<file path="config.mk">
export PLATFORM = sky130hd
export DESIGN_NAME = operand_bypass_mux_flat
export DESIGN_NICKNAME = d
export VERILOG_FILES = /design/src/rtl/cpu_pkg.sv /design/src/rtl/operand_bypass_mux_if.sv /design/src/rtl/fwd_select.sv /design/src/rtl/operand_bypass_mux.sv /design/src/flat_wrapper.sv
export SDC_FILE = /design/constraint.sdc
export NUM_CORES = 1
export LEC_CHECK = 0
export CAP_MARGIN = 30
export CORE_AREA = 3 3 83 145
export CTS_BUF_LIST = sky130_fd_sc_hd__clkbuf_16
export CTS_CLUSTER_DIAMETER = 150
export DETAILED_ROUTE_END_ITERATION = 16
export DIE_AREA = 0 0 86 148
export MAX_ROUTING_LAYER = met4
export PLACE_DENSITY = 0.74
export SYNTH_ARGS = -nofsm -noshare
export SYNTH_HDL_FRONTEND = slang
export SYNTH_SLANG_ARGS = --single-unit
export TNS_END_PERCENT = 5
</file>
<file path="constraint.sdc">
create_clock -name clk -period 2.63 [get_ports clk]
set_clock_uncertainty 0.2 [all_clocks]
set_input_delay 0.6575 -clock clk [delete_from_list [all_inputs] [get_ports clk]]
set_output_delay 0.6575 -clock clk [all_outputs]
set_load 0.01 [all_outputs]
</file>
<file path="src/rtl/cpu_pkg.sv">
// ---------------------------------------------------------------------------
// cpu_pkg
// Shared definitions for the operand-select / forwarding stage:
//   - default operand data width and register-address width
//   - register-zero address (never a forwarding target)
//   - operand-source enum, exported so debug logic can see the chosen path
//   - stage occupancy state enum
//   - helper that classifies where an operand comes from
// ---------------------------------------------------------------------------
package cpu_pkg;

    localparam int unsigned WIDTH_DEF = 32;
    localparam int unsigned RA_DEF    = 5;
    localparam int unsigned REG_ZERO  = 0;

    typedef enum logic [1:0] {
        SRC_REG = 2'd0,
        SRC_LIT = 2'd1,
        SRC_FWD = 2'd2
    } operand_src_e;

    typedef enum logic {
        ST_EMPTY = 1'b0,
        ST_FULL  = 1'b1
    } stage_state_e;

    // A literal selection overrides everything; otherwise a forwarding hit
    // beats the register-file read.
    function automatic operand_src_e select_src(input logic is_lit, input logic fwd_hit);
        operand_src_e src;
        if (is_lit) begin
            src = SRC_LIT;
        end else if (fwd_hit) begin
            src = SRC_FWD;
        end else begin
            src = SRC_REG;
        end
        return src;
    endfunction

endpackage

</file>
<file path="src/rtl/operand_bypass_mux_if.sv">
// ---------------------------------------------------------------------------
// operand_bypass_mux_if
// Bundles the decode-side request, the forwarding buses and the ALU-side
// valid/ready pair of the operand bypass stage.
//   master : decode / forwarding sources / ALU (drives requests, out_ready)
//   slave  : operand_bypass_mux (drives in_ready, out_valid, a_bus, b_bus,
//            stall_cnt)
// ---------------------------------------------------------------------------
interface operand_bypass_mux_if
    import cpu_pkg::*;
#(
    parameter int unsigned WIDTH = WIDTH_DEF,
    parameter int unsigned RA    = RA_DEF,
    parameter int unsigned NFWD  = 2,
    parameter int unsigned CNTW  = 16
) ();

    logic                    in_valid;
    logic                    in_ready;
    logic [RA-1:0]           rs_a;
    logic [RA-1:0]           rs_b;
    logic [WIDTH-1:0]        rega_data;
    logic [WIDTH-1:0]        regb_data;
    logic [WIDTH-1:0]        literal;
    logic                    alusrc;
    logic [NFWD-1:0]         fwd_wr_en;
    logic [NFWD*RA-1:0]      fwd_rd;
    logic [NFWD*WIDTH-1:0]   fwd_data;
    logic [NFWD-1:0]         fwd_pending;
    logic                    flush;
    logic                    out_valid;
    logic                    out_ready;
    logic [WIDTH-1:0]        a_bus;
    logic [WIDTH-1:0]        b_bus;
    logic [CNTW-1:0]         stall_cnt;

    modport master (
        output in_valid, rs_a, rs_b, rega_data, regb_data, literal, alusrc,
        output fwd_wr_en, fwd_rd, fwd_data, fwd_pending, flush, out_ready,
        input  in_ready, out_valid, a_bus, b_bus, stall_cnt
    );

    modport slave (
        input  in_valid, rs_a, rs_b, rega_data, regb_data, literal, alusrc,
        input  fwd_wr_en, fwd_rd, fwd_data, fwd_pending, flush, out_ready,
        output in_ready, out_valid, a_bus, b_bus, stall_cnt
    );

endinterface

</file>
<file path="src/rtl/fwd_select.sv">
// ---------------------------------------------------------------------------
// fwd_select
// Priority scan of the forwarding channels for one source operand.
// Channel 0 is the youngest stage and wins over higher indices.
// Register 0 never matches.
// Ports:
//   i_src          source register address
//   i_reg_data     register-file read data (used when nothing matches)
//   i_fwd_wr_en    per-channel write enable
//   i_fwd_rd       per-channel destination, slice [k*RA +: RA]
//   i_fwd_data     per-channel result, slice [k*WIDTH +: WIDTH]
//   i_fwd_pending  per-channel "result not yet available"
//   o_data         selected data (forwarded or register)
//   o_hit          some channel matched
//   o_pending      the winning channel is still pending
// ---------------------------------------------------------------------------
module fwd_select
    import cpu_pkg::*;
#(
    parameter int unsigned WIDTH = WIDTH_DEF,
    parameter int unsigned RA    = RA_DEF,
    parameter int unsigned NFWD  = 2
) (
    input  logic [RA-1:0]         i_src,
    input  logic [WIDTH-1:0]      i_reg_data,
    input  logic [NFWD-1:0]       i_fwd_wr_en,
    input  logic [NFWD*RA-1:0]    i_fwd_rd,
    input  logic [NFWD*WIDTH-1:0] i_fwd_data,
    input  logic [NFWD-1:0]       i_fwd_pending,
    output logic [WIDTH-1:0]      o_data,
    output logic                  o_hit,
    output logic                  o_pending
);

    logic w_src_nonzero;

    assign w_src_nonzero = (i_src != RA'(REG_ZERO));

    // Scan from the oldest channel down so the youngest match is applied
    // last; a pending flag therefore only survives if it belongs to the
    // winning channel (a shadowed pending match does not stall).
    always_comb begin
        o_data    = i_reg_data;
        o_hit     = 1'b0;
        o_pending = 1'b0;
        for (int k = NFWD - 1; k >= 0; k--) begin
            if (w_src_nonzero && i_fwd_wr_en[k] && (i_fwd_rd[k*RA +: RA] == i_src)) begin
                o_data    = i_fwd_data[k*WIDTH +: WIDTH];
                o_hit     = 1'b1;
                o_pending = i_fwd_pending[k];
            end else begin
                // non-matching channel leaves the current choice in place
            end
        end
    end

endmodule

</file>
<file path="src/rtl/operand_bypass_mux.sv">
// ---------------------------------------------------------------------------
// operand_bypass_mux
// Registered operand-select and forwarding stage between register-file read
// and the ALU. Picks A from register/forwarded data and B from
// literal/register/forwarded data, stalls on a use of a pending result, and
// holds the pair in a valid/ready register.
// Ports:
//   clk   rising-edge clock
//   rst   asynchronous active-high reset
//   bus   operand_bypass_mux_if.slave (decode request, forwarding buses,
//         ALU handshake, a_bus/b_bus, stall_cnt)
// Configuration macro:
//   FWD_EN  defined   -> forwarding, hazard detection, stall counting active
//           undefined -> operands come straight from register file/literal,
//                        hazard is never raised, stall_cnt stays 0
// ---------------------------------------------------------------------------
module operand_bypass_mux
    import cpu_pkg::*;
#(
    parameter int unsigned WIDTH = WIDTH_DEF,
    parameter int unsigned RA    = RA_DEF,
    parameter int unsigned NFWD  = 2,
    parameter int unsigned CNTW  = 16
) (
    input  logic                  clk,
    input  logic                  rst,
    operand_bypass_mux_if.slave   bus
);

    logic [NFWD-1:0]  w_fwd_wr_en;
    logic [WIDTH-1:0] w_a_sel_data;
    logic [WIDTH-1:0] w_b_sel_data;
    logic             w_a_hit;
    logic             w_b_hit;
    logic             w_a_pend;
    logic             w_b_pend;
    logic             w_hazard;
    logic             w_in_ready;
    logic             w_capture;
    operand_src_e     w_a_src;
    operand_src_e     w_b_src;
    logic [WIDTH-1:0] w_a_next;
    logic [WIDTH-1:0] w_b_next;
    stage_state_e     w_state_nxt;

    stage_state_e     r_state;
    logic [WIDTH-1:0] r_a_bus;
    logic [WIDTH-1:0] r_b_bus;
    logic [CNTW-1:0]  r_stall_cnt;

`ifdef FWD_EN
    assign w_fwd_wr_en = bus.fwd_wr_en;
`else
    // With no write enables the selectors never hit, so operands fall back
    // to register data and no hazard can be raised.
    logic w_unused_fwd_wr_en;
    assign w_fwd_wr_en        = '0;
    assign w_unused_fwd_wr_en = ^bus.fwd_wr_en;
`endif

    fwd_select #(.WIDTH(WIDTH), .RA(RA), .NFWD(NFWD)) u_fwd_a (
        .i_src         (bus.rs_a),
        .i_reg_data    (bus.rega_data),
        .i_fwd_wr_en   (w_fwd_wr_en),
        .i_fwd_rd      (bus.fwd_rd),
        .i_fwd_data    (bus.fwd_data),
        .i_fwd_pending (bus.fwd_pending),
        .o_data        (w_a_sel_data),
        .o_hit         (w_a_hit),
        .o_pending     (w_a_pend)
    );

    fwd_select #(.WIDTH(WIDTH), .RA(RA), .NFWD(NFWD)) u_fwd_b (
        .i_src         (bus.rs_b),
        .i_reg_data    (bus.regb_data),
        .i_fwd_wr_en   (w_fwd_wr_en),
        .i_fwd_rd      (bus.fwd_rd),
        .i_fwd_data    (bus.fwd_data),
        .i_fwd_pending (bus.fwd_pending),
        .o_data        (w_b_sel_data),
        .o_hit         (w_b_hit),
        .o_pending     (w_b_pend)
    );

    // B is not a real use when the literal is selected, so its pending
    // match must not stall.
    assign w_hazard   = bus.in_valid && (w_a_pend || (!bus.alusrc && w_b_pend));
    assign w_in_ready = ((r_state == ST_EMPTY) || bus.out_ready) && !w_hazard && !bus.flush;
    assign w_capture  = bus.in_valid && w_in_ready;

    assign w_a_src = select_src(1'b0, w_a_hit);
    assign w_b_src = select_src(bus.alusrc, w_b_hit);

    // Operand source multiplexers.
    always_comb begin
        w_a_next = bus.rega_data;
        w_b_next = bus.regb_data;
        case (w_a_src)
            SRC_FWD: w_a_next = w_a_sel_data;
            SRC_REG: w_a_next = bus.rega_data;
            default: w_a_next = bus.rega_data;
        endcase
        case (w_b_src)
            SRC_LIT: w_b_next = bus.literal;
            SRC_FWD: w_b_next = w_b_sel_data;
            SRC_REG: w_b_next = bus.regb_data;
            default: w_b_next = bus.regb_data;
        endcase
    end

    // Occupancy next-state: flush empties the stage and blocks capture.
    always_comb begin
        w_state_nxt = r_state;
        case (r_state)
            ST_EMPTY: begin
                if (w_capture) begin
                    w_state_nxt = ST_FULL;
                end else begin
                    w_state_nxt = ST_EMPTY;
                end
            end
            ST_FULL: begin
                if (bus.flush) begin
                    w_state_nxt = ST_EMPTY;
                end else if (w_capture || !bus.out_ready) begin
                    w_state_nxt = ST_FULL;
                end else begin
                    w_state_nxt = ST_EMPTY;
                end
            end
            default: w_state_nxt = ST_EMPTY;
        endcase
    end

    // Occupancy state register.
    always_ff @(posedge clk or posedge rst) begin
        if (rst) begin
            r_state <= ST_EMPTY;
        end else begin
            r_state <= w_state_nxt;
        end
    end

    // Operand pair register; holds its value across flush and backpressure.
    always_ff @(posedge clk or posedge rst) begin
        if (rst) begin
            r_a_bus <= '0;
            r_b_bus <= '0;
        end else if (w_capture) begin
            r_a_bus <= w_a_next;
            r_b_bus <= w_b_next;
        end else begin
            r_a_bus <= r_a_bus;
            r_b_bus <= r_b_bus;
        end
    end

    // Saturating hazard-stall counter; flush does not clear it.
    always_ff @(posedge clk or posedge rst) begin
        if (rst) begin
            r_stall_cnt <= '0;
        end else if (w_hazard && (r_stall_cnt != {CNTW{1'b1}})) begin
            r_stall_cnt <= r_stall_cnt + CNTW'(1);
        end else begin
            r_stall_cnt <= r_stall_cnt;
        end
    end

    assign bus.in_ready  = w_in_ready;
    assign bus.out_valid = (r_state == ST_FULL);
    assign bus.a_bus     = r_a_bus;
    assign bus.b_bus     = r_b_bus;
    assign bus.stall_cnt = r_stall_cnt;

endmodule

</file>
<file path="src/flat_wrapper.sv">
// flat-port wrapper written by rule: the top's interface ports become plain ports
module operand_bypass_mux_flat import cpu_pkg::*;
#(
    parameter int unsigned WIDTH = WIDTH_DEF,
    parameter int unsigned RA    = RA_DEF,
    parameter int unsigned NFWD  = 2,
    parameter int unsigned CNTW  = 16
)
  (clk, rst, bus_in_valid, bus_rs_a, bus_rs_b, bus_rega_data, bus_regb_data, bus_literal, bus_alusrc, bus_fwd_wr_en, bus_fwd_rd, bus_fwd_data, bus_fwd_pending, bus_flush, bus_out_ready, bus_in_ready, bus_out_valid, bus_a_bus, bus_b_bus, bus_stall_cnt);
  operand_bypass_mux_if #(.WIDTH(WIDTH), .RA(RA), .NFWD(NFWD), .CNTW(CNTW)) bus_i ();
  input  logic clk;
  input  logic rst;
  input wire logic [$bits(bus_i.in_valid)-1:0] bus_in_valid;
  input wire logic [$bits(bus_i.rs_a)-1:0] bus_rs_a;
  input wire logic [$bits(bus_i.rs_b)-1:0] bus_rs_b;
  input wire logic [$bits(bus_i.rega_data)-1:0] bus_rega_data;
  input wire logic [$bits(bus_i.regb_data)-1:0] bus_regb_data;
  input wire logic [$bits(bus_i.literal)-1:0] bus_literal;
  input wire logic [$bits(bus_i.alusrc)-1:0] bus_alusrc;
  input wire logic [$bits(bus_i.fwd_wr_en)-1:0] bus_fwd_wr_en;
  input wire logic [$bits(bus_i.fwd_rd)-1:0] bus_fwd_rd;
  input wire logic [$bits(bus_i.fwd_data)-1:0] bus_fwd_data;
  input wire logic [$bits(bus_i.fwd_pending)-1:0] bus_fwd_pending;
  input wire logic [$bits(bus_i.flush)-1:0] bus_flush;
  input wire logic [$bits(bus_i.out_ready)-1:0] bus_out_ready;
  output wire logic [$bits(bus_i.in_ready)-1:0] bus_in_ready;
  output wire logic [$bits(bus_i.out_valid)-1:0] bus_out_valid;
  output wire logic [$bits(bus_i.a_bus)-1:0] bus_a_bus;
  output wire logic [$bits(bus_i.b_bus)-1:0] bus_b_bus;
  output wire logic [$bits(bus_i.stall_cnt)-1:0] bus_stall_cnt;
  assign bus_i.in_valid = bus_in_valid;
  assign bus_i.rs_a = bus_rs_a;
  assign bus_i.rs_b = bus_rs_b;
  assign bus_i.rega_data = bus_rega_data;
  assign bus_i.regb_data = bus_regb_data;
  assign bus_i.literal = bus_literal;
  assign bus_i.alusrc = bus_alusrc;
  assign bus_i.fwd_wr_en = bus_fwd_wr_en;
  assign bus_i.fwd_rd = bus_fwd_rd;
  assign bus_i.fwd_data = bus_fwd_data;
  assign bus_i.fwd_pending = bus_fwd_pending;
  assign bus_i.flush = bus_flush;
  assign bus_i.out_ready = bus_out_ready;
  assign bus_in_ready = bus_i.in_ready;
  assign bus_out_valid = bus_i.out_valid;
  assign bus_a_bus = bus_i.a_bus;
  assign bus_b_bus = bus_i.b_bus;
  assign bus_stall_cnt = bus_i.stall_cnt;
  operand_bypass_mux #(.WIDTH(WIDTH), .RA(RA), .NFWD(NFWD), .CNTW(CNTW)) u_core (.clk(clk), .rst(rst), .bus(bus_i));
endmodule
</file>
==> results of run 1 <==
## worst max-delay path, stage by stage
cell,delay (ns)
clkdlybuf4s50_1,0.50
nor2b_4,0.05
nor2_1,0.07
dlygate4sd2_1,0.27
## cell type report
class                           instances  area share
Clock buffer                            9      0.0422
Inverter                                1    0.000703
Tap cell                              132      0.0309
Clock inverter                          7      0.0162
Timing Repair Buffer                  180       0.342
Multi-Input combinational cell        117       0.264
Sequential cell                        65       0.304
## kinds of logic (layout without fill, tap and decap cells)
group	Yosys count	after routing	share of synthesized area
buffers and inverters	28	197	0.0917
flip-flops	65	65	0.497
multiplexers	96	96	0.399
other	1	16	0.00115
AND/OR/NAND/NOR	5	5	0.0115
## cell usage after synthesis
library cell	instances	area [sq um]
mux2_1	5	56.3
buf_12	6	120
conb_1	1	3.75
mux2_4	60	901
dfrtp_1	65	1630
buf_4	16	120
nor2b_4	1	13.8
mux2_2	31	349
nor2_1	3	11.3
buf_6	5	56.3
inv_1	1	3.75
nor3b_2	1	12.5
## flip-flops by register name, indices dropped and copies added (netlist names)
register / count
u_core.bus.a_bus: 32
u_core.bus.b_bus: 32
u_core.bus.out_valid: 1
## routing by layer
metal,GRT usage,vias to the layer above,share of wire
li1,-,1013,-
met1,0.146,1020,0.37
met2,0.217,132,0.52
met3,0.0323,9,0.084
met4,0.0555,0,0.018
met5,-,-,0
## worst max-delay path by stage
stage,startpoint,end,slack (ns),cells past startpoint
global route,bus_out_ready,bus_in_ready,0.17,4
global placement,bus_out_ready,bus_in_ready,-0.07,4
finish,bus_out_ready,bus_in_ready,0.22,4
floorplan,rst,u_core.bus.a_bus[0],0.15,1
CTS,bus_out_ready,bus_in_ready,0.21,4
detailed placement,bus_out_ready,bus_in_ready,-0.07,4
## stage by stage
| step | power (mW) | utilization | setup slack [ns] |
|---|---|---|---|
| 2_1_floorplan | 1.80 | - | 0.146 |
| 3_3_place_gp | 2.36 | 0.456 | -0.0743 |
| 3_5_place_dp | 2.38 | 0.456 | -0.0686 |
| 4_1_cts | 3.64 | 0.484 | 0.212 |
| 5_1_grt | 3.76 | 0.484 | 0.174 |
| 6_report | 3.58 | 0.484 | 0.221 |
## where the power goes
group,internal (mW),switching [mW],leakage (nW)
sequential,1.18,0.105,0.765
clock,0.820,0.411,0.158
combinational,0.730,0.330,1.40
total,2.73,0.846,2.32
## what timing repair did
action                                 in CTS  in global routing
resized for setup                           1                  0
endpoints found under the hold margin       0                  0
hold buffers                                0                  0
setup endpoints to repair                   1                  0
buffers inserted                            0                  0
==> impl_metrics.yaml, run 1 <==
clocking:
  clock_sinks: 65
  clk_path_buf_depth: 2
  cts-root-buf: "clkbuf_16"
  cts_tree: "done"
  cts_buffers: 9
  cts_max_level: 3
  path_clk_slew_ns: 0.05
  clock_latency_ns: 0.32
synth:
  yosys_warnings: 0
  synthCells: 195
  synth_cell_type_count: 12
  netlist_area_sq_um: 3270
  synth.ff_latch_count: 65
  syn_area_per_cell_sq_um: 16.8
  yosysSeqAreaShare: 0.497
floorplan:
  dieWidth_microns: 86
  start_util: 0.297
  io_pins: 272
  fp-row-count: 51
  fp.dieH_microns: 148
  coreArea_sq_um: 11000
  die_area_sq_um: 12700
routing:
  firstDrtPassIters: 4
  ant_nets: 0
  avgRoutedWirePerCell_microns: 15.8
  drt_wl_total_microns: 8050
  first_iter_violations: 26
  viasPerCell: 4.25
  drc: 0
  vias: 2174
sta:
  maxSlewViolCount: 0
  finalSetupTns_ns: 0
  fin_hold_ws_ns: 0.306
  fmax_mhz: 415
  setup_viol: 0
  rsz0062_at_grt: "no"
  maxSlewHeadroom: 0.662
  worstMarginPinSlew_ns: 0.506
  finalHoldViolations: 0
  min_period_ns: 2.41
  fin_crit_sh: 0.916
hold_path:
  whs_path_depth: 1
  hold_class: "reg -> reg"
  hold_start: "u_core.bus.b_bus[25]"
  min_to: "u_core.bus.b_bus[25]"
worst_setup_path:
  cp-start-kind: "input port"
  worstPathArrival_ns: 1.55
  worstPathRequired_ns: 1.77
  path_max_fanout: 2
  reg2reg_slack_ns: 0.76
  r2r-end: "u_core.bus.a_bus[2]"
  crit_path_end_kind: "primary output"
  r2r-start: "u_core.bus.out_valid"
  r2r.worst_path.cells: 6
  path_class: "in -> out"
layout:
  num-fill-cells: 981
  regArea_sq_um: 1630
  area_growth_pct: 63.2
  multi_input_area_sq_um: 1410
  layout_commonest_cell: "clkdlybuf4s50_1"
  nets: 564
  n_antenna_cell: 0
  mostFrequentLayoutCells: "clkdlybuf4s50_1, dfrtp_1, mux2_4"
  drive_above_1_share: 0.322
  final_cells: 511
  final_cell_area_sq_um: 5340
grt:
  grt_antenna_before_repair: 0
  grt_max_degree: 33
  grt_overflow: 0
  grt_first_pass_wirelength_microns: 12500
  grt_pass1_vias: 2411
  grt_util_all_layers: 0.130
flow_run:
  max-cap-violations: 0
power_and_ir_drop:
  power_leakage_nw: 2.32
  ir_drop_uv: 351
  p_per_area_nw_per_um2: 670
place:
  dp_hpwl_microns: 6160
  gp_congestion: 0.696
  place_inst: 495
  place_area_sq_um: 5030
  io_buffer_count: 167
status:
  status: "complete, no violations"
Note: power is estimated with default switching activity, not from simulation.
==> inputs of run 2 (changes only) <==
--- a/config.mk
+++ b/config.mk
@@ -5,12 +5,13 @@
 export SDC_FILE = /design/constraint.sdc
 export NUM_CORES = 1
 export LEC_CHECK = 0
+export ABC_AREA = 1
 export CAP_MARGIN = 30
-export CORE_AREA = 3 3 83 145
+export CORE_AREA = 3 3 82 143
 export CTS_BUF_LIST = sky130_fd_sc_hd__clkbuf_16
 export CTS_CLUSTER_DIAMETER = 150
 export DETAILED_ROUTE_END_ITERATION = 16
-export DIE_AREA = 0 0 86 148
+export DIE_AREA = 0 0 85 146
 export MAX_ROUTING_LAYER = met4
 export PLACE_DENSITY = 0.74
 export SYNTH_ARGS = -nofsm -noshare
==> run 2 against run 1 <==
  * Critical path depth stayed put
  * Non-clock buffer count is 1 lower
  * Via count is 48% higher
  * Largest cell class unchanged
  * Largest power group is now the clock network
==> impl_metrics.yaml, run 2 <==
clocking:
  postCtsSetupRepairBufs: 0
  clock_sinks: 65
  cts-root-buf: "clkbuf_16"
  cts_max_level: 3
  clock_latency_ns: 0.31
  cts_tree: "done"
  path_clk_slew_ns: 0.05
  cts_buffers: 9
  clk_path_buf_depth: 2
routing:
  firstDrtPassIters: 4
  drc: 0
  vias: 3214
  first_iter_violations: 132
  drt_wl_total_microns: 9590
  viasPerCell: 4.57
  avgRoutedWirePerCell_microns: 13.6
  ant_nets: 0
layout:
  n_antenna_cell: 0
  nets: 758
  area_growth_pct: 63.7
  layout_commonest_cell: "nand2_1"
  mostFrequentLayoutCells: "nand2_1, clkdlybuf4s50_1, dfrtp_1"
  drive_above_1_share: 0.0593
  num-fill-cells: 1023
synth:
  synth_edf_count: 0
  netlist_area_sq_um: 3190
  synth.ff_latch_count: 65
  yosys.cell_count.top_type: "nand2_1"
  synth_top_area_frac: 0.511
  yosysSeqAreaShare: 0.511
  synthTopCellsByCount: "nand2_1, dfrtp_1, nand3_1, nand4_1, buf_4"
  syn_area_per_cell_sq_um: 7.81
  synth_cell_type_count: 15
  ys.flop_type: "dfrtp_1"
  synthTopCellsByArea: "dfrtp_1, nand2_1, nand4_1"
  async_flop_share: 1.00
  yosysTopAreaCell: "dfrtp_1"
  yosys_warnings: 0
  synthCells: 408
power_and_ir_drop:
  p_per_area_nw_per_um2: 642
  power_mw: 3.35
  ir_drop_uv: 307
  power_leakage_nw: 2.58
sta:
  maxSlewViolCount: 0
  finalHoldViolations: 0
  rsz0062_at_grt: "no"
  finalSetupTns_ns: 0
  setup_viol: 0
  fin_crit_sh: 0.948
  fin_hold_ws_ns: 0.272
  fmax_mhz: 401
  min_period_ns: 2.49
worst_setup_path:
  crit_chain: "clkdlybuf4s50_1 -> inv_1 -> a21oi_4 -> dlygate4sd2_1"
  cp-start-kind: "input port"
  crit_path_top_delay_cell: "clkdlybuf4s50_1"
  worstPathArrival_ns: 1.64
  cpPeakStageDelay_ns: 0.46
  path_max_fanout: 2
  path_class: "in -> out"
  worstPathRequired_ns: 1.77
  crit_path_end_kind: "primary output"
place:
  dp_hpwl_microns: 7200
  gp_congestion: 0.788
  io_buffer_count: 167
grt:
  grt_antenna_before_repair: 0
  grt_first_pass_wirelength_microns: 15600
  grt_max_degree: 66
  grt_pass1_vias: 3199
  grt_overflow: 0
  grt_util_all_layers: 0.160
hold_path:
  hold_class: "reg -> reg"
floorplan:
  io_pins: 272
  fp.dieH_microns: 146
  fp-row-count: 50
  die_area_sq_um: 12400
  start_util: 0.298
  coreArea_sq_um: 10700
  dieWidth_microns: 85
status:
  status: "complete, no violations"
flow_run:
  max-cap-violations: 0
run 2: changes by cell type in the layout (fill, tap and decap cells not counted), moves of 2 or more:
| cell | change |
|---|---|
| nand2_1 | +224 |
| mux2_4 | -60 |
| nand3_1 | +32 |
| nand4_1 | +32 |
| mux2_2 | -31 |
| mux2_1 | -5 |
| buf_12 | -3 |
| nor2_1 | -3 |
| buf_4 | +2 |
| clkinv_4 | +2 |
| inv_2 | +2 |
run 2: final timing paths:
kind                                      startpoint              endpoint  slack (ns)  cells after the start
min in group asynchronous                        rst   u_core.bus.a_bus[9]        0.54                      3
worst min-delay path            u_core.bus.a_bus[13]  u_core.bus.a_bus[13]        0.27                      2
worst min register to register  u_core.bus.a_bus[13]  u_core.bus.a_bus[13]        0.27                      2
max in group asynchronous                        rst   u_core.bus.b_bus[5]        1.43                      3
worst max register to register  u_core.bus.out_valid   u_core.bus.b_bus[4]        1.16                      4
worst max-delay path                   bus_out_ready          bus_in_ready        0.14                      4
run 2: per-layer routing:
metal  part of all wire  track usage  wire [microns]
met3              0.073       0.0323             704
met4              0.016       0.0523             157
met1               0.42        0.192            4040
met5                  0            -               0
met2               0.49        0.265            4690
run 2: kinds of logic (layout without fill, tap and decap cells):
| family | Yosys count | after routing | share of synthesized area |
|---|---|---|---|
| simple gates | 290 | 290 | 0.385 |
| other cells | 1 | 16 | 0.00118 |
| buf+inv | 50 | 200 | 0.0994 |
| compound gates | 2 | 2 | 0.00432 |
| flops | 65 | 65 | 0.511 |
run 2: through the flow:
step	setup slack [ns]	cells	utilization	area (sq um)
2_1_floorplan	0.146	423	-	3240
3_3_place_gp	-0.160	687	0.458	4900
3_5_place_dp	-0.127	687	0.458	4900
4_1_cts	0.134	703	0.487	5220
5_1_grt	0.0897	703	0.487	5220
6_report	0.136	703	0.487	5220
run 2: area by class of cell:
| cell class | count | area (sq um) | area share |
|---|---|---|---|
| timing repair buffer | 179 | 1780 | 0.341 |
| inverter | 5 | 18.8 | 0.00360 |
| tap | 130 | 163 | 0.0312 |
| sequential | 65 | 1630 | 0.312 |
| clock inverter | 7 | 95.1 | 0.0182 |
| multi-input combinational | 308 | 1310 | 0.250 |
| clock buffer | 9 | 225 | 0.0432 |
run 2: power breakdown:
group	total (mW)	internal [mW]	switching (mW)
Clock	1.26	0.829	0.432
Combinational	0.854	0.481	0.373
Sequential	1.23	1.15	0.0839
run 2: timing repair:
| action | CTS | global route |
|---|---|---|
| endpoints found under the setup margin | 1 | 0 |
| hold buffers | 0 | 0 |
| gates resized for setup | 1 | 0 |
run 2: worst max-delay path: cells and delay by family:
kind	cells	cell delay, ns
AO/OA/AOI/OAI	1	0.15
buffers and inverters	3	0.83
==> inputs of run 3 (changes only) <==
--- a/config.mk
+++ b/config.mk
@@ -7,11 +7,12 @@
 export LEC_CHECK = 0
 export ABC_AREA = 1
 export CAP_MARGIN = 30
-export CORE_AREA = 3 3 82 143
+export CORE_AREA = 2 2 107 109
 export CTS_BUF_LIST = sky130_fd_sc_hd__clkbuf_16
 export CTS_CLUSTER_DIAMETER = 150
 export DETAILED_ROUTE_END_ITERATION = 16
-export DIE_AREA = 0 0 85 146
+export DIE_AREA = 0 0 109 111
+export HOLD_SLACK_MARGIN = 0.15
 export MAX_ROUTING_LAYER = met4
 export PLACE_DENSITY = 0.74
 export SYNTH_ARGS = -nofsm -noshare
==> run 3 against run 2 <==
  * Die area down 2.5%
  * Sequential power about the same
  * Sequential cell count unchanged
  * Count of clock-buffer cells in the layout unchanged
  * Hold slack worse by 0.0013 ns
  * Worst setup slack better by 0.0082 ns
  * Cell count up 1.7%
  * Non-clock buffer count unchanged
  * Register-to-register slack better by 0.07 ns
  * First-iteration DRC count up 48%
  * Routed wire length down 5.6%
  * Critical path type unchanged
  * Largest power group is now sequential cells
==> impl_metrics.yaml, run 3 (synthesized netlist as in run 2, its figures left out) <==
status:
  status: "complete, no violations"
worst_setup_path:
  reg2reg_slack_ns: 1.23
  path_class: "in -> out"
  r2r.worst_path.cells: 4
  crit_buf_inv: 3
  crit_path_end_kind: "primary output"
  critPathCapture: "bus_in_ready"
  path_max_fanout: 2
  worstPathArrival_ns: 1.63
  crit_path_top_delay_cell: "clkdlybuf4s50_1"
  cp-start-kind: "input port"
  cpPeakStageDelay_ns: 0.46
  r2r-start: "u_core.bus.out_valid"
  r2r-end: "u_core.bus.b_bus[13]"
  path_depth: 4
  cp_top_family: "buffers and inverters"
  critPathLaunch: "bus_out_ready"
  crit_chain: "clkdlybuf4s50_1 -> inv_1 -> a21oi_2 -> dlygate4sd2_1"
  worstPathRequired_ns: 1.77
sta:
  setup_ws_ns: 0.145
  rsz0062_at_grt: "no"
  maxSlewViolCount: 0
  fin_crit_sh: 0.945
  finalHoldViolations: 0
  fin_hold_ws_ns: 0.271
  setup_viol: 0
  finalSetupTns_ns: 0
  fmax_mhz: 402
  min_period_ns: 2.49
layout:
  drive_above_1_share: 0.0559
  area_growth_pct: 62.3
  nets: 758
  layout_commonest_cell: "nand2_1"
  final_cell_area_sq_um: 5170
  mostFrequentLayoutCells: "nand2_1, clkdlybuf4s50_1, dfrtp_1"
  fin_util: 0.467
  n_antenna_cell: 0
  final_cells: 715
grt:
  use_met3: 0.0453
  grt_overflow: 0
  use_met2: 0.267
  grt_first_pass_wirelength_microns: 14500
  grt_antenna_before_repair: 0
  grt_max_degree: 66
  grt_util_all_layers: 0.156
  top_usage_layer: "met2"
  use_met1: 0.170
  grt_pass1_vias: 3137
floorplan:
  coreArea_sq_um: 11100
  die_area_sq_um: 12100
  dieWidth_microns: 109
  io_pins: 272
  fp.dieH_microns: 111
  start_util: 0.288
  fp-row-count: 39
power_and_ir_drop:
  p_switching_mw: 0.839
  p_per_area_nw_per_um2: 616
  power_mw: 3.18
  power_leakage_nw: 2.57
  seqPwrFrac: 0.388
  combPwrFrac: 0.265
  p_int_mw: 2.34
  ir_drop_uv: 228
  swShare: 0.264
  pwr-share-clk: 0.347
place:
  place_inst: 700
  dp_slack_ns: -0.118
  gp_congestion: 0.745
  io_buffer_count: 167
  place_area_sq_um: 4890
  dp_hpwl_microns: 6740
clocking:
  clock_sinks: 65
  post_cts_resized: 1
  cts-hold-fix-buffers: 0
  path_clk_slew_ns: 0.05
  clock_latency_ns: 0.31
  cts_buffers: 9
  cts_tree: "done"
  cts_max_level: 3
  cts-root-buf: "clkbuf_16"
  clk_path_buf_depth: 2
  postCtsSetupRepairBufs: 0
routing:
  drt_wl_total_microns: 9060
  avgRoutedWirePerCell_microns: 12.7
  viasPerCell: 4.54
  firstDrtPassIters: 4
  drc: 0
  vias: 3248
  first_iter_violations: 196
  ant_nets: 0
flow_run:
  max-cap-violations: 0
hold_path:
  hold_class: "reg -> reg"
[run 3: cell count changes in the layout (fill, tap and decap cells not counted), sizes merged]
| cell | before | now |
|---|---|---|
| clkinv | 5 | 3 |
| inv | 5 | 7 |
| bufinv | 2 | 1 |
[run 3: power groups by stage]
stage / registers [mW] / clock network (mW) / logic (mW)
global placement: 1.24 / 0 / 0.838
global route: 1.25 / 1.20 / 0.924
floorplan: 1.31 / 0 / 0.278
CTS: 1.24 / 1.15 / 0.855
detailed placement: 1.25 / 0 / 0.853
finish: 1.23 / 1.10 / 0.844
[run 3: worst min-delay path by stage]
| stage | slack [ns] | cells after the start | from | to |
|---|---|---|---|---|
| 2_1_floorplan | 0.31 | 2 | u_core.bus.a_bus[0] | u_core.bus.a_bus[0] |
| 3_3_place_gp | 0.25 | 2 | u_core.bus.a_bus[30] | u_core.bus.a_bus[30] |
| 3_5_place_dp | 0.26 | 2 | u_core.bus.a_bus[14] | u_core.bus.a_bus[14] |
| 4_1_cts | 0.27 | 2 | u_core.bus.a_bus[20] | u_core.bus.a_bus[20] |
| 5_1_grt | 0.29 | 2 | u_core.bus.a_bus[26] | u_core.bus.a_bus[26] |
| 6_report | 0.27 | 2 | u_core.bus.a_bus[20] | u_core.bus.a_bus[20] |
[run 3: per-layer routing]
| metal | up-vias | wire [microns] |
|---|---|---|
| met2 | 135 | 4440 |
| met4 | 0 | 60 |
| met1 | 1514 | 3680 |
| met5 | - | 0 |
| met3 | 7 | 874 |
| li1 | 1592 | - |
[run 3: worst reg2reg max path: stages, from the launching register on]
cell and delay [ns]:
dfrtp_1 0.41, a21oi_2 0.18, buf_4 0.32, nand3_1 0.14
nand2_1 0.09
[run 3: cell type report]
class	count	area [sq um]
inverter	5	18.8
clock buffer	9	225
clock inverter	6	52.6
multi-input combinational	308	1300
sequential	65	1630
tap	143	179
timing repair buffer	179	1770
fill	1094	5910
